==> config.mk <==
export PLATFORM = sky130hd
export DESIGN_NAME = fast_square_sweep_ctrl
export DESIGN_NICKNAME = d
export VERILOG_FILES = /design/src/rtl/fs_sweep_pkg.sv /design/src/rtl/fs_sweep_timer.sv /design/src/rtl/setting_reg.sv /design/src/rtl/fast_square_sweep_ctrl.sv
export SDC_FILE = /design/constraint.sdc
export NUM_CORES = 1
export LEC_CHECK = 0
export BUFFER_PORTS_ARGS = -buffer_cell sky130_fd_sc_hd__buf_2
export CAP_MARGIN = 15
export CORE_MARGIN = 2
export CORE_UTILIZATION = 40
export CTS_CLUSTER_DIAMETER = 30
export DETAILED_ROUTE_END_ITERATION = 10
export PLACE_DENSITY = 0.71
export SETUP_SLACK_MARGIN = 0.15
export SLEW_MARGIN = 40
export SYNTH_ARGS = -nofsm -noshare
export SYNTH_HDL_FRONTEND = slang
export SYNTH_SLANG_ARGS = --single-unit
==> constraint.sdc <==
create_clock -name clock -period 4 [get_ports clock]
set_input_delay 0.2 -clock clock [delete_from_list [all_inputs] [get_ports clock]]
set_output_delay 0.2 -clock clock [all_outputs]
set_load 0.05 [all_outputs]
==> src/rtl/fs_sweep_pkg.sv <==
// Shared definitions for the fast-square sweep sequencer: state encoding,
// config register field positions and fixed timing constants.
package fs_sweep_pkg;

   typedef enum logic [2:0] {
      ST_IDLE    = 3'd0,
      ST_RESTART = 3'd1,
      ST_SETTLE  = 3'd2,
      ST_RECORD  = 3'd3,
      ST_STEP    = 3'd4,
      ST_DONE    = 3'd5
   } sweep_state_t;

   // Config register layout
   localparam int CFG_ENABLE_BIT = 31;
   localparam int CFG_CONT_BIT   = 30;
   localparam int CFG_STEPS_MSB  = 23;
   localparam int CFG_STEPS_LSB  = 16;
   localparam int CFG_SETTLE_MSB = 15;
   localparam int CFG_SETTLE_LSB = 0;

   // Length of the datapath restart pulse in clock cycles
   localparam int RESTART_CYCLES = 2;

   // Timer must hold the 16-bit settle value and the record window load
   function automatic int timer_width(input int record_log2);
      return ((record_log2 + 1) > 17) ? (record_log2 + 1) : 17;
   endfunction

endpackage

==> src/rtl/fs_sweep_timer.sv <==
// Loadable down-counter used for the restart, settle and record windows.
// Counts toward zero and holds there; zero flags the terminal count.
module fs_sweep_timer #(
   parameter int WIDTH = 17
) (
   input  logic             clock,
   input  logic             reset,
   input  logic             load,
   input  logic             en,
   input  logic [WIDTH-1:0] load_val,
   output logic             zero
);

   logic [WIDTH-1:0] count;

   // Load has priority; otherwise decrement while enabled and not yet at zero
   always_ff @(posedge clock or posedge reset) begin
      if (reset) begin
         count <= '0;
      end else if (load) begin
         count <= load_val;
      end else if (en && (count != '0)) begin
         count <= count - WIDTH'(1);
      end
   end

   assign zero = (count == '0);

endmodule

==> src/rtl/setting_reg.sv <==
// Serial setting bus register: captures the data word when the strobe hits
// this register's address and pulses changed in the following cycle.
module setting_reg #(
   parameter int               ADDR     = 0,
   parameter int               AWIDTH   = 7,
   parameter int               WIDTH    = 32,
   parameter logic [WIDTH-1:0] AT_RESET = '0
) (
   input  logic              clock,
   input  logic              reset,
   input  logic              strobe,
   input  logic [AWIDTH-1:0] addr,
   input  logic [WIDTH-1:0]  data,
   output logic [WIDTH-1:0]  value,
   output logic              changed
);

   // Capture on an address match; changed flags every write, even same value
   always_ff @(posedge clock or posedge reset) begin
      if (reset) begin
         value   <= AT_RESET;
         changed <= 1'b0;
      end else if (strobe && (addr == AWIDTH'(ADDR))) begin
         value   <= data;
         changed <= 1'b1;
      end else begin
         changed <= 1'b0;
      end
   end

endmodule

==> src/rtl/fast_square_sweep_ctrl.sv <==
// Stepped-frequency sweep sequencer for the fast-square subcarrier receive
// datapath. Restarts the datapath, then per step settles, records for a
// fixed power-of-two window and pulses freq_step. Tracks readout of the
// latched subcarrier words and flags overrun if a step lands on undrained data.
module fast_square_sweep_ctrl
   import fs_sweep_pkg::*;
#(
   parameter int CFG_ADDR          = 0,
   parameter int RECORD_TICKS_LOG2 = 14,
   parameter int NUM_SUBCARRIERS   = 4
) (
   input  logic        clock,
   input  logic        reset,
   input  logic [6:0]  serial_addr,
   input  logic [31:0] serial_data,
   input  logic        serial_strobe,
   input  logic        data_out_strobe,
   output logic        rx_reset,
   output logic        freq_step,
   output logic        record,
   output logic        busy,
   output logic [7:0]  step_idx,
   output logic        sweep_done,
   output logic        overrun
);

   localparam int            TW         = timer_width(RECORD_TICKS_LOG2);
   localparam logic [TW-1:0] REC_LOAD   = TW'((64'd1 << RECORD_TICKS_LOG2) - 64'd1);
   localparam logic [TW-1:0] RST_LOAD   = TW'(RESTART_CYCLES - 1);
   localparam int            DW         = $clog2(NUM_SUBCARRIERS + 1);
   localparam logic [DW-1:0] DRAIN_FULL = DW'(NUM_SUBCARRIERS);

   sweep_state_t  state;
   logic [31:0]   cfg;
   logic          cfg_changed;
   logic          enable_live;
   logic          cont_l;
   logic [7:0]    steps_l;
   logic [15:0]   settle_l;
   logic          last_step;
   logic          abort;
   logic          tmr_load;
   logic [TW-1:0] tmr_val;
   logic          tmr_zero;
   logic [DW-1:0] drain_cnt;
   logic [DW-1:0] drain_inc;
   logic          overrun_set;
   logic          unused_cfg_bits;

   setting_reg #(
      .ADDR     (CFG_ADDR),
      .AWIDTH   (7),
      .WIDTH    (32),
      .AT_RESET (32'd0)
   ) u_cfg (
      .clock   (clock),
      .reset   (reset),
      .strobe  (serial_strobe),
      .addr    (serial_addr),
      .data    (serial_data),
      .value   (cfg),
      .changed (cfg_changed)
   );

   assign enable_live     = cfg[CFG_ENABLE_BIT];
   assign unused_cfg_bits = ^cfg[29:24];
   // 8-bit wrap makes a latched count of 0 mean 256 steps
   assign last_step       = (step_idx == (steps_l - 8'd1));
   assign abort           = !enable_live &&
                            (state inside {ST_RESTART, ST_SETTLE, ST_RECORD, ST_STEP});

   // Timer reload at each window boundary, in step with the FSM transitions
   always_comb begin
      tmr_load = 1'b0;
      tmr_val  = '0;
      unique case (state)
         ST_IDLE: if (enable_live) begin
            tmr_load = 1'b1;
            tmr_val  = RST_LOAD;
         end
         ST_RESTART: if (enable_live && tmr_zero) begin
            tmr_load = 1'b1;
            tmr_val  = TW'(settle_l);
         end
         ST_SETTLE: if (enable_live && tmr_zero) begin
            tmr_load = 1'b1;
            tmr_val  = REC_LOAD;
         end
         ST_STEP: if (enable_live && !last_step) begin
            tmr_load = 1'b1;
            tmr_val  = TW'(settle_l);
         end
         ST_DONE: if (enable_live && cont_l) begin
            tmr_load = 1'b1;
            tmr_val  = RST_LOAD;
         end
         default: ;
      endcase
   end

   fs_sweep_timer #(.WIDTH(TW)) u_timer (
      .clock    (clock),
      .reset    (reset),
      .load     (tmr_load),
      .en       (busy),
      .load_val (tmr_val),
      .zero     (tmr_zero)
   );

   // Sweep sequencer; outputs are registered alongside the state they describe
   always_ff @(posedge clock or posedge reset) begin
      if (reset) begin
         state      <= ST_IDLE;
         rx_reset   <= 1'b0;
         freq_step  <= 1'b0;
         record     <= 1'b0;
         busy       <= 1'b0;
         step_idx   <= 8'd0;
         sweep_done <= 1'b0;
         cont_l     <= 1'b0;
         steps_l    <= 8'd0;
         settle_l   <= 16'd0;
      end else begin
         freq_step  <= 1'b0;
         sweep_done <= 1'b0;
         if (abort) begin
            // Enable dropped mid-sweep: stop quietly, keep step_idx
            state    <= ST_IDLE;
            rx_reset <= 1'b0;
            record   <= 1'b0;
            busy     <= 1'b0;
         end else begin
            unique case (state)
               ST_IDLE: if (enable_live) begin
                  cont_l   <= cfg[CFG_CONT_BIT];
                  steps_l  <= cfg[CFG_STEPS_MSB:CFG_STEPS_LSB];
                  settle_l <= cfg[CFG_SETTLE_MSB:CFG_SETTLE_LSB];
                  state    <= ST_RESTART;
                  rx_reset <= 1'b1;
                  busy     <= 1'b1;
                  step_idx <= 8'd0;
               end
               ST_RESTART: if (tmr_zero) begin
                  state    <= ST_SETTLE;
                  rx_reset <= 1'b0;
               end
               ST_SETTLE: if (tmr_zero) begin
                  state  <= ST_RECORD;
                  record <= 1'b1;
               end
               ST_RECORD: if (tmr_zero) begin
                  state     <= ST_STEP;
                  record    <= 1'b0;
                  freq_step <= 1'b1;
               end
               ST_STEP: begin
                  if (last_step) begin
                     state      <= ST_DONE;
                     sweep_done <= 1'b1;
                  end else begin
                     state    <= ST_SETTLE;
                     step_idx <= step_idx + 8'd1;
                  end
               end
               ST_DONE: begin
                  if (enable_live && cont_l) begin
                     state    <= ST_RESTART;
                     rx_reset <= 1'b1;
                     step_idx <= 8'd0;
                  end else begin
                     state <= ST_IDLE;
                     busy  <= 1'b0;
                  end
               end
               default: state <= ST_IDLE;
            endcase
         end
      end
   end

   // A read in the STEP cycle still belongs to the window being closed
   always_comb begin
      drain_inc = drain_cnt;
      if (data_out_strobe && (drain_cnt < DRAIN_FULL)) begin
         drain_inc = drain_cnt + DW'(1);
      end
   end

   assign overrun_set = (state == ST_STEP) && (drain_inc < DRAIN_FULL);

   // Readout tracking and sticky overrun; a new overrun outranks a config clear
   always_ff @(posedge clock or posedge reset) begin
      if (reset) begin
         drain_cnt <= DRAIN_FULL;
         overrun   <= 1'b0;
      end else begin
         if (overrun_set) begin
            overrun <= 1'b1;
         end else if (cfg_changed) begin
            overrun <= 1'b0;
         end
         if (state == ST_STEP) begin
            drain_cnt <= '0;
         end else if (state == ST_RESTART) begin
            drain_cnt <= DRAIN_FULL;
         end else begin
            drain_cnt <= drain_inc;
         end
      end
   end

endmodule

**Word-level counts from Yosys, hierarchy flattened**

Index checks and enable logic that the tools add are counted.

- Word-level logic and storage cells: 113
- Input bits: 43
- Output and inout bits: 14
- Flip-flop bits (word level): 95

- Multiplexer cells: 48
- Bitwise operators: 1
- Reduce and logical (&&, ||, !) cells: 28
- $add $sub $neg: 4
- Magnitude comparators: 2
- Eq/ne operators: 15

Operator list:

| kind | count |
|---|---|
| $pmux 16 s5 | 1 |
| $mux 17 | 2 |
| $mux 16 | 2 |
| $mux 3 | 9 |
| $mux 1 | 24 |
| $mux 8 | 3 |
| $pmux 8 s3 | 1 |
| $pmux 3 s6 | 1 |
| $logic_not 17->1 | 1 |
| $reduce_bool 17->1 | 1 |
| $sub 17x1->17 const B | 1 |
| $ne 3x3->1 const B | 5 |
| $mux 14 | 1 |
| $reduce_and 3->1 | 3 |
| $reduce_bool 3->1 | 3 |
| $add 8x1->8 const B | 1 |
| $eq 8x8->1 | 1 |
| $logic_and 1x1->1 | 8 |
| $reduce_and 4->1 | 2 |
| $reduce_bool 4->1 | 2 |
| $sub 8x1->8 const B | 1 |
| $logic_not 7->1 | 1 |
| $eq 3x2->1 const B | 2 |
| $eq 3x3->1 const B | 2 |
| other kinds (15) | 20 |

**Depth between registers and ports, before layout**

Gate-level depths: netlist of run 1.

- Depth after elaboration: 7
- Depth in mapped cells: 10
- Depth with buffers taken out: 8

**Modules after synthesis**

From an unflattened synthesis of run 1, not the netlist that was laid out.

- Cell total of the unflattened synthesis: 488
- Area total of the unflattened synthesis: 4976.0 um^2

By module, submodules not included:

| module | cells each | area each (um^2) | times used | seq. area each (um^2) |
|---|---|---|---|---|
| fast_square_sweep_ctrl | 277 | 2442.3 | 1 | 1127.3 |
| setting_reg | 73 | 1378.8 | 1 | 825.8 |
| fs_sweep_timer | 138 | 1154.9 | 1 | 425.4 |

**Worst setup path after synthesis of run 1**

No wires, ideal clock.

- Path kind: reg2reg
- Start point: register steps_l[0]
- End point: register u_timer.count[0]
- Data arrival time: 2395 ps
- Setup time: 125 ps
- Path buffers: 2
- Cell stages (with the launch flop): 11
- Required time: 3875 ps
- Setup slack: 1480 ps
- Clock period less this slack: 2520 ps
- Cell sequence: dfrtp_1 inv_1 ha_1 buf_2 nor2b_1 or3_1 a31o_1 a211oi_4 o21ai_4 buf_6 mux2_4

- Cells in the longest elaborated chain, start to end: 7
- Elaborated cells on any way between the ends: 10
- Those cells by class: add/sub (1); eq/ne (1); mux (5); reduce/logical (3)

Ends and longest elaborated chain:

| what | RTL line | text |
|---|---|---|
| start: declaration | fast_square_sweep_ctrl.sv:38 | `logic [7:0] steps_l;` |
| start signal: assignment | fast_square_sweep_ctrl.sv:136 | `steps_l <= cfg[CFG_STEPS_MSB:CFG_STEPS_LSB];` |
| $sub 8x1->8 (*) | fast_square_sweep_ctrl.sv:68 | `assign last_step = (step_idx == (steps_l - 8'd1));` |
| $eq 8x8->1 (*) | fast_square_sweep_ctrl.sv:68 |  |
| $logic_not 1->1 (*) | fast_square_sweep_ctrl.sv:89 | `ST_STEP: if (enable_live && !last_step) begin` |
| $logic_and 1x1->1 (*) | fast_square_sweep_ctrl.sv:89 |  |
| $mux 16 / $mux 1 (equally long branches) | fast_square_sweep_ctrl.sv:89 |  |
| $pmux 16 s5 / $pmux 1 s4 (equally long branches) | fast_square_sweep_ctrl.sv:76 | `unique case (state)` |
| $mux 17 / $reduce_bool 2->1 (equally long branches) | n/a |  |
| end signal: assignment | fs_sweep_timer.sv:21 | `count <= load_val;` |
| end signal: assignment | fs_sweep_timer.sv:23 | `count <= count - WIDTH'(1);` |
| end: declaration | fs_sweep_timer.sv:14 | `logic [WIDTH-1:0] count;` |

Every way passes the cells marked *; elsewhere a longest branch is shown, timed or not.
A chain may end at the register's enable or synchronous reset.

**Worst setup path after layout of run 1**

- Start point: register steps_l[0]
- End point: register u_timer.count[10]

The elaborated chain is that of the path after synthesis.

==> results.yml, run 1 <==
status:
  outcome: "finished with violations"
  failed_checks: "negative hold slack"
clock_network:
  clock_sinks: 89
  clock_tree.buffer_depth: 2
  clk_pin_slew_ns: 0.06
  h-tree-depth: 3
  clk-insertion-delay-late_ns: 0.34
  tritoncts: "done"
  cts_hold_repair.buffers: 0
  postCtsResizedCells: 0
  number_of_setup_buffers_added_after_cts: 0
  clockRootBuffer: "clkbuf_16"
  cts_made_buffers: 9
critical_path:
  path_class: "register to register"
  cp_data_arrival_time_ns: 3.05
  max_stage_delay_ns: 0.57
  timing.critical_path.fanout_max: 17
  critPathSlowestCell: "o21ai_4"
  worst_ep_required_time_ns: 4.22
  cp_num_buf_inv: 2
  cp_top_family: "compound AO/OA/AOI/OAI gates"
  crit_end_element: "register"
  cp_cell_sequence: "inv_1 > ha_1 > and3b_1 > o21ai_0 > a31o_1 > a211oi_4 > buf_4 > o21ai_4 > mux2_2"
  crit_path_start_kind: "register"
layout:
  layout.area.seq_um2: 2230
  final.fill_count: 1060
  drive_gt1_share_pct: 23.1
  antenna_cells_inserted: 0
  multiInputGateArea_um2: 2240
  fin_util_pct: 46.9
  post_layout_nets: 557
  stdcell_count: 658
  synthToLayoutAreaGrowth_pct: 15.5
global_routing:
  gr-usage-all-layers_pct: 16.2
  grt_start_max_net_pins: 51
  via_count_of_the_first_global_routing_pass: 3585
  grt_antenna_before_repair: 0
  grt_remaining_overflow: 0
  grt_pass1_wl_um: 16500
routing:
  detail_route.iter0.violations: 230
  total_number_of_vias: 3500
  route.detailed.drc: 0
  routed_wire_length_per_instance_um: 14.3
  wl_um: 9430
  post_detailed_route_count_of_antenna_violating_nets: 0
  detail_routed_via_count_per_cell: 5.32
  total_iterations_of_the_first_detailed_routing_run: 4
hold_path:
  worstHoldPathType: "input port to asynchronous set/reset pin"
place:
  io_buffers: 50
  globalplace.congestion: 0.817
  dp_cells: 642
  dpl.hpwl_um: 6570
timing:
  slew_headroom_pct: 52.7
  hold_ws_ns: -0.0545
  timing_max_transition_violations_final: 0
  worst_skew_ns: 0.00583
  max_slew.worst_pin.slew_ns: 0.707
  timing.setup.tns_ns: 0
  min_period_over_period_pct: 70.6
  hold_violations: 49
  setup_viol_count_final: 0
  max_freq_ghz: 0.354
  grt_setup_unrepaired: "no"
  layout_min_cycle_time_ns: 2.82
floorplanning:
  die_height_um: 111
  number_of_rows_in_the_core_area: 39
  floorplan.initialDensity_pct: 40.6
  design.core.area_um2: 11300
  die_area_um2: 12400
  num_io_pins: 57
  die_boundary_width_um: 111
logic_synthesis:
  synthesis_warnings: 0
  syn_area_um2: 4590
  postSynthCellCount: 465
  netlist_top_cells_area: "dfrtp_1 (48%), nand2_1 (8.7%), mux2_2 (7.4%)"
  synthMostInstantiatedCell: "nand2_1"
  sequential_to_total_area_share_from_yosys_stat_pct: 48.5
  xor_xnor_portion_of_the_synthesized_cell_area_pct: 4.00
  synthFlopType: "dfrtp_1"
  synth_area_in_compound_gates_pct: 10.6
  netlist-cell-type-count: 61
  syn_avg_cell_area_um2: 9.88
  mappedNetlistNets: 512
  synth_top_area_share_pct: 47.9
  number_of_flops_mapped_to_enable_cells_by_yosys: 0
  muxShareOfSynthArea_pct: 11.8
  adder_and_majority_gate_portion_of_the_synthesized_area_pct: 1.31
  yosys.area_share.simple_pct: 20.8
  largest_family_of_logic_cells_by_synthesized_area: "simple AND/OR/NAND/NOR gates"
  synth_common_cells: "nand2_1 (107), dfrtp_1 (88), mux2_2 (30), nor2_1 (21), o21ai_0 (21)"
  netlist.top_cell.by_area: "dfrtp_1"
  synth_async_reset_ratio_pct: 100
  ys_seq_elements: 89
power:
  power_per_cell_area_nw_per_um2: 545
  report.power.total_uw: 2890
  ir_worst_vdd_v: 0.000249
  cellLeakagePower_uw: 0.00252
flow_run:
  drv_cap: 0
final cells by class:
cell class              instances  area share, %
multi-input cells             342           42.2
clock buffers                  11           4.57
clock inverters                 5           1.49
inverters                      13          0.967
flip-flops and latches         89           42.0
well taps                     143           3.37
repair buffers                 55           5.42
sequential cells by signal, summed over array words and instances (netlist names), 3 cells and up:
name and flops:
drain_cnt 3, settle_l 16, step_idx 8, steps_l 8, state 3, u_timer.count 17
u_cfg.value 26
cell families after synthesis:
group,after synthesis
AOI/OAI and AO/OA,72
xor gates and xnor gates,21
adders and majority gates,5
buffers and inverters,34
DFF,89
muxes,47
and+or+nand+nor,197
cell usage in the layout (no fill, tap or decap), types with 10 or more instances in the layout:
master	n
nand2_1	107
dfrtp_1	88
buf_2	50
mux2_2	30
o21ai_0	21
nor2_1	20
a21oi_1	16
xnor2_1	12
inv_1	11
nand2b_1	10
mux2i_1	10
final timing paths:
check,from,end,slack (ns),cells past startpoint
max,steps_l[0]$_DFFE_PP0P_,u_timer.count[10]$_DFFE_PP0P_,1.18,9
min,reset,u_cfg.value[18]$_DFFE_PP0P_,-0.05,2
max reg2reg,steps_l[0]$_DFFE_PP0P_,u_timer.count[10]$_DFFE_PP0P_,1.18,9
min reg2reg,u_cfg.value[0]$_DFFE_PP0P_,u_cfg.value[0]$_DFFE_PP0P_,0.47,2
max in group asynchronous,reset,drain_cnt[2]$_DFF_PP1_,3.10,3
min in group clock,serial_data[11],u_cfg.value[11]$_DFFE_PP0P_,0.05,3
metrics by stage:
| stage | setup slack, ns | cell area, um2 |
|---|---|---|
| 2_1_floorplan | 1.48 | 4590 |
| 3_3_place_gp | 1.29 | 4970 |
| 3_5_place_dp | 1.16 | 4980 |
| 4_1_cts | 1.15 | 5300 |
| 5_1_grt | 0.966 | 5310 |
| 6_report | 1.18 | 5310 |
power by group:
group	switching [uW]	internal [uW]
sequential	160	1050
clock	327	563
combinational	415	378
total	903	1990
per-layer routing:
metal	GRT usage (%)	wire length, um	vias to the layer above
met3	3.88	256	8
met2	26.7	4490	51
met1	21.5	4560	1736
met4	4.69	121	0
met5	0	0	-
li1	-	-	1705
Note: power is estimated with default switching activity, not from simulation.
==> run 2, diff against run 1 <==
Settings changed: ABC_AREA set to 1, PLACE_DENSITY 0.71 to 0.72.
Clock period 4 ns to 2.5 ns, I/O delays scaled along.
==> run 2 against run 1 <==
- the run now ends clean
- power up 120%
- design area increased by 13%
- core utilization up 2.9 points
- synthesized cell count up 42%
- critical path depth grew 6
- largest power group is now combinational logic
==> results.yml, run 2 <==
status:
  outcome: "finished clean"
routing:
  detail_route.iter0.violations: 329
  detail_routed_via_count_per_cell: 4.76
  post_detailed_route_count_of_antenna_violating_nets: 0
  route.detailed.drc: 0
  total_iterations_of_the_first_detailed_routing_run: 4
  routed_wire_length_per_instance_um: 11.9
  total_number_of_vias: 4315
  wl_um: 10800
critical_path:
  crit_path_start_kind: "register"
  crit_end_element: "register"
  cp_data_arrival_time_ns: 2.35
  path_class: "register to register"
  timing.critical_path.fanout_max: 14
  worst_ep_required_time_ns: 2.73
logic_synthesis:
  synthesis_warnings: 0
  synth_top_area_share_pct: 44.5
  postSynthCellCount: 659
  muxShareOfSynthArea_pct: 0
  synth_async_reset_ratio_pct: 100
  largest_family_of_logic_cells_by_synthesized_area: "simple AND/OR/NAND/NOR gates"
  sequential_to_total_area_share_from_yosys_stat_pct: 45.0
  syn_area_um2: 4950
  netlist.top_cell.by_area: "dfrtp_1"
  synth_area_in_compound_gates_pct: 8.60
  synthFlopType: "dfrtp_1"
  xor_xnor_portion_of_the_synthesized_cell_area_pct: 4.07
  syn_avg_cell_area_um2: 7.51
  netlist_top_cells_area: "dfrtp_1 (45%), nand2_1 (16%), inv_1 (6.1%)"
  synthMostInstantiatedCell: "nand2_1"
  synth_common_cells: "nand2_1 (214), dfrtp_1 (88), inv_1 (81), o21ai_0 (47), nor2_1 (38)"
  adder_and_majority_gate_portion_of_the_synthesized_area_pct: 1.01
  netlist-cell-type-count: 42
  ys_seq_elements: 89
  mappedNetlistNets: 706
  yosys.area_share.simple_pct: 32.1
  number_of_flops_mapped_to_enable_cells_by_yosys: 0
power:
  cellLeakagePower_uw: 0.00310
  power_per_cell_area_nw_per_um2: 1080
  ir_worst_vdd_v: 0.000501
layout:
  layout_top_registers: "u_cfg.value x26, u_timer.count x17, settle_l x16"
  final.fill_count: 1134
  most_common_cell_after_layout_fill_and_taps_aside: "nand2_1"
  area_of_all_placed_cells_without_fillers_um2: 6010
  antenna_cells_inserted: 0
  drive_gt1_share_pct: 17.1
  synthToLayoutAreaGrowth_pct: 21.4
  top_register: "u_cfg.value"
  post_layout_nets: 780
  layout.cells.most_common_list: "nand2_1 (211), dfrtp_1 (88), inv_1 (78)"
  fin_util_pct: 49.8
  largest_register_ff_count: 26
clock_network:
  clk-insertion-delay-late_ns: 0.34
  clock_sinks: 89
  clk_pin_slew_ns: 0.06
  tritoncts: "done"
  h-tree-depth: 3
  clock_tree.buffer_depth: 2
  clockRootBuffer: "clkbuf_16"
  cts_made_buffers: 9
timing:
  max_slew.worst_pin.slew_ns: 0.632
  setup_viol_count_final: 0
  hold_ws_ns: 0.00648
  postLayoutSetupSlackWorst_ns: 0.378
  worst_skew_ns: 0.00766
  layout_min_cycle_time_ns: 2.12
  hold_violations: 0
  timing_max_transition_violations_final: 0
  min_period_over_period_pct: 84.9
  slew_headroom_pct: 57.8
  max_freq_ghz: 0.471
  grt_setup_unrepaired: "no"
  timing.setup.tns_ns: 0
global_routing:
  gr-usage-all-layers_pct: 17.7
  grt_antenna_before_repair: 0
  grt_pass1_wl_um: 19000
  grt_start_max_net_pins: 43
  via_count_of_the_first_global_routing_pass: 4065
  grt_remaining_overflow: 0
floorplanning:
  num_io_pins: 57
  floorplan.initialDensity_pct: 41.0
  die_height_um: 115
  die_boundary_width_um: 115
  die_area_um2: 13300
  design.core.area_um2: 12100
  number_of_rows_in_the_core_area: 40
place:
  io_buffers: 50
  pre_cts_slack_ns: 0.225
  place_area_um2: 5410
  globalplace.congestion: 0.881
  dpl.hpwl_um: 7690
hold_path:
  worstHoldPathType: "input port to register"
flow_run:
  drv_cap: 0
## run 2: cell types whose count changed after synthesis, moves of 17 or more
| cell | previous run | this run |
|---|---|---|
| inv_1 | 12 | 81 |
| mux2_2 | 30 | 0 |
| nand2_1 | 107 | 214 |
| nand3_1 | 9 | 36 |
| nand4_1 | 6 | 26 |
| nor2_1 | 21 | 38 |
| o21ai_0 | 21 | 47 |
## run 2: cell families after synthesis
logic type      Yosys count
compound gates           76
xor+xnor                 23
fa+ha+maj                 4
buf+inv                 114
flops                    89
simple gates            353
## run 2: area by class of cell
class / instances / area [um2] / share of cell area [%]
multi-input cells: 456 / 2300 / 38.3
well taps: 168 / 210 / 3.50
repair buffers: 86 / 599 / 9.98
clock inverters: 6 / 92.6 / 1.54
flip-flops and latches: 89 / 2230 / 37.1
clock buffers: 10 / 229 / 3.81
inverters: 91 / 345 / 5.75
## run 2: worst max-delay path: stages (launching register included)
cell      delay (ns)
dfrtp_1         0.39
inv_2           0.10
ha_1            0.21
inv_1           0.06
nand2_1         0.07
nand3b_1        0.08
nand2_1         0.09
nand3_1         0.12
nor2_4          0.13
nand2_4         0.14
nand2_1         0.11
nand2_2         0.08
nand2_2         0.12
nand3_4         0.15
nand2_1         0.11
nand2_1         0.05
## run 2: stage by stage
step / instances / power (uW)
finish: 906 / 6490
global route: 906 / 7060
CTS: 903 / 6410
detailed placement: 867 / 4920
global placement: 867 / 4860
floorplan: 659 / 4370
## run 2: what timing repair did
item	in CTS	in global routing
hold buffers	20	0
buffers inserted	0	3
hold endpoints to repair	46	0
resized for setup	0	11
setup endpoints to repair	0	19
## run 2: path summary, 6_finish.rpt
check | from | to | slack [ns] | cells past startpoint
setup reg to reg | steps_l[0]$_DFFE_PP0P_ | u_timer.count[1]$_DFFE_PP0P_ | 0.38 | 15
max in group asynchronous | reset | drain_cnt[2]$_DFF_PP1_ | 1.38 | 4
hold reg to reg | u_cfg.changed$_DFF_PP0_ | overrun$_DFFE_PP0P_ | 0.43 | 1
hold / removal | serial_data[4] | u_cfg.value[4]$_DFFE_PP0P_ | 0.006 | 3
setup / recovery | steps_l[0]$_DFFE_PP0P_ | u_timer.count[1]$_DFFE_PP0P_ | 0.38 | 15
min in group asynchronous | reset | step_idx[7]$_DFFE_PP0P_ | 0.41 | 3
## run 2: where the power goes
part / total, uW / internal [uW] / leakage, uW / switching [uW]
Combinational: 2770 / 1020 / 0.00188 / 1750
Sequential: 2270 / 1880 / 0.00107 / 392
Clock: 1450 / 879 / 0.000149 / 569
Total: 6490 / 3780 / 0.00310 / 2710
## run 2: per-layer routing
| layer | track usage (%) | routed length, um | part of all wire (%) |
|---|---|---|---|
| met1 | 25.4 | 5330 | 49 |
| met2 | 27.8 | 4970 | 46 |
| met5 | 0 | 0 | 0 |
| met3 | 2.69 | 394 | 3.6 |
| met4 | 5.54 | 110 | 1.0 |
==> run 3, diff against run 2 <==
Settings changed: PLACE_DENSITY 0.72 to 0.7.
Clock period 2.5 ns to 2.18 ns, I/O delays scaled along.
==> run 3 against run 2 <==
- non-clock buffer count is 31 higher
- worst setup slack worse by 0.25 ns
- via count is 3.4% higher
- cell count is 3.3% higher
- sequential share of layout area is 2.0 points lower
- design area is 5.8% higher
- die area stayed put
- critical path type unchanged
- critical endpoint is now state[1]$_DFFE_PP0P_
- largest power group unchanged
==> results.yml, run 3 (same netlist as run 2, synthesis figures left out) <==
timing:
  hold_violations: 0
  min_period_over_period_pct: 94.0
  slew_headroom_pct: 66.7
  max_slew.worst_pin.slew_ns: 0.496
  layout_min_cycle_time_ns: 2.05
  setup_viol_count_final: 0
  worst_skew_ns: 0.00702
  max_freq_ghz: 0.488
  timing_max_transition_violations_final: 0
  grt_setup_unrepaired: "yes"
clock_network:
  clock_sinks: 89
  clk-insertion-delay-late_ns: 0.34
  clk_pin_slew_ns: 0.06
  clockRootBuffer: "clkbuf_16"
  tritoncts: "done"
  cts_made_buffers: 9
  h-tree-depth: 3
  clock_tree.buffer_depth: 2
layout:
  top_register: "u_cfg.value"
  drive_gt1_share_pct: 22.3
  post_layout_nets: 811
  layout_top_registers: "u_cfg.value x26, u_timer.count x17, settle_l x16"
  area_of_all_placed_cells_without_fillers_um2: 6350
  layout.cells.most_common_list: "nand2_1 (208), dfrtp_1 (88), inv_1 (75)"
  antenna_cells_inserted: 0
  most_common_cell_after_layout_fill_and_taps_aside: "nand2_1"
  fin_util_pct: 52.7
  final.fill_count: 1126
  largest_register_ff_count: 26
  synthToLayoutAreaGrowth_pct: 28.5
hold_path:
  worstHoldPathType: "input port to register"
power:
  ir_worst_vdd_v: 0.000487
  power_per_cell_area_nw_per_um2: 1200
  cellLeakagePower_uw: 0.00327
critical_path:
  path_class: "register to register"
  r2r-end: "state[1]$_DFFE_PP0P_"
  timing.critical_path.fanout_max: 3
  cp_data_arrival_time_ns: 2.31
  crit_path_start_kind: "register"
  worst_ep_required_time_ns: 2.44
  critPathCapture: "state[1]$_DFFE_PP0P_"
  timing.reg2reg.worst_path_depth: 11
  crit_end_element: "register"
  regToRegSetupSlack_ns: 0.13
  critPathLaunch: "u_timer.count[1]$_DFFE_PP0P_"
  rr_startpoint: "u_timer.count[1]$_DFFE_PP0P_"
routing:
  routed_wire_length_per_instance_um: 12.3
  post_detailed_route_count_of_antenna_violating_nets: 0
  detail_routed_via_count_per_cell: 4.77
  route.detailed.drc: 0
  total_number_of_vias: 4463
  met3RoutedLength_um: 410
  route.met2.wl_um: 5330
  m1WireLength_um: 5590
  detail_route.iter0.violations: 218
  total_iterations_of_the_first_detailed_routing_run: 5
  top_layer_in_use: "met4"
  wl_um: 11500
global_routing:
  gr-usage-all-layers_pct: 18.1
  grt_remaining_overflow: 0
  grt_start_max_net_pins: 90
  grt_antenna_before_repair: 0
  via_count_of_the_first_global_routing_pass: 4092
  grt_pass1_wl_um: 19100
floorplanning:
  floorplan.initialDensity_pct: 41.0
  num_io_pins: 57
  die_height_um: 115
  die_area_um2: 13300
  number_of_rows_in_the_core_area: 40
  die_boundary_width_um: 115
  design.core.area_um2: 12100
flow_run:
  drv_cap: 0
status:
  outcome: "finished clean"
place:
  globalplace.congestion: 0.926
  place_area_um2: 5590
  io_buffers: 50
  dpl.hpwl_um: 7940
-- run 3: cell types whose count changed in the layout (fill, tap and decap cells not counted), sizes merged --
cell | previous run | this run
clkinvlp | 3 | 2
dlygate4sd3 | 20 | 24
clkinv | 3 | 6
bufinv | 2 | 0
clkbuf | 10 | 9
buf | 66 | 93
-- run 3: power by group --
part | leakage [uW] | internal, uW | switching, uW | total (uW)
clock | 0.000131 | 759 | 616 | 1370
sequential | 0.00107 | 2150 | 455 | 2610
combinational | 0.00207 | 1450 | 2200 | 3640
-- run 3: worst min-delay path by stage --
stage                     slack [ns]                           to             from  depth (start not counted)
after global placement          0.27      step_idx[6]$_DFFE_PP0P_            reset                          3
after CTS                      0.006   u_cfg.value[0]$_DFFE_PP0P_   serial_data[0]                          3
final                           0.02  u_cfg.value[31]$_DFFE_PP0P_  serial_data[31]                          3
after detailed placement        0.28  u_cfg.value[18]$_DFFE_PP0P_            reset                          3
after global routing            0.02   u_cfg.value[0]$_DFFE_PP0P_   serial_data[0]                          3
after floorplan                 0.22  u_cfg.value[16]$_DFFE_PP0P_  serial_data[16]                          2
-- run 3: repair_timing --
item | CTS | global route
resized for setup | 7 | 38
pin swaps | 2 | 14
cloned | 0 | 1
hold buffers | 24 | 0
setup buffers | 1 | 9
endpoints found under the hold margin | 111 | 0
setup endpoints to repair | 13 | 28
-- run 3: per-stage QoR --
| stage | setup TNS, ns | setup slack (ns) | power [uW] | hold slack, ns | std cells |
|---|---|---|---|---|---|
| detailed placement | 0 | 0.0320 | 5840 | 0.278 | 886 |
| floorplan | 0 | 0.195 | 5020 | 0.219 | 659 |
| global route | -0.0236 | -0.00905 | 8270 | 0.0241 | 936 |
| finish | 0 | 0.130 | 7630 | 0.0187 | 936 |
| CTS | 0 | 0.109 | 7320 | 0.00579 | 926 |
| global placement | 0 | 0.0868 | 5760 | 0.274 | 886 |
-- run 3: routing by layer --
layer | up-vias | track usage (%)
met5 | - | 0
met4 | 0 | 5.38
met3 | 11 | 3.53
met2 | 87 | 28.6
met1 | 2055 | 25.5
li1 | 2310 | -
-- run 3: worst max-delay path, stage by stage, from the launching register on --
cell	delay, ns
dfrtp_1	0.41
inv_2	0.08
ha_4	0.13
inv_2	0.04
nor3_4	0.19
nand4_1	0.21
buf_4	0.21
buf_4	0.13
o211ai_1	0.11
nand3_1	0.14
o21bai_4	0.20
o21ai_2	0.12
-- run 3: layout make-up --
| class | instances | area [um2] | share of cell area, % |
|---|---|---|---|
| multi-input cells | 456 | 2430 | 38.3 |
| flip-flops and latches | 89 | 2230 | 35.1 |
| well taps | 168 | 210 | 3.31 |
| clock buffers | 9 | 225 | 3.54 |
| clock inverters | 6 | 36.3 | 0.571 |
| repair buffers | 117 | 875 | 13.8 |
| inverters | 91 | 345 | 5.43 |
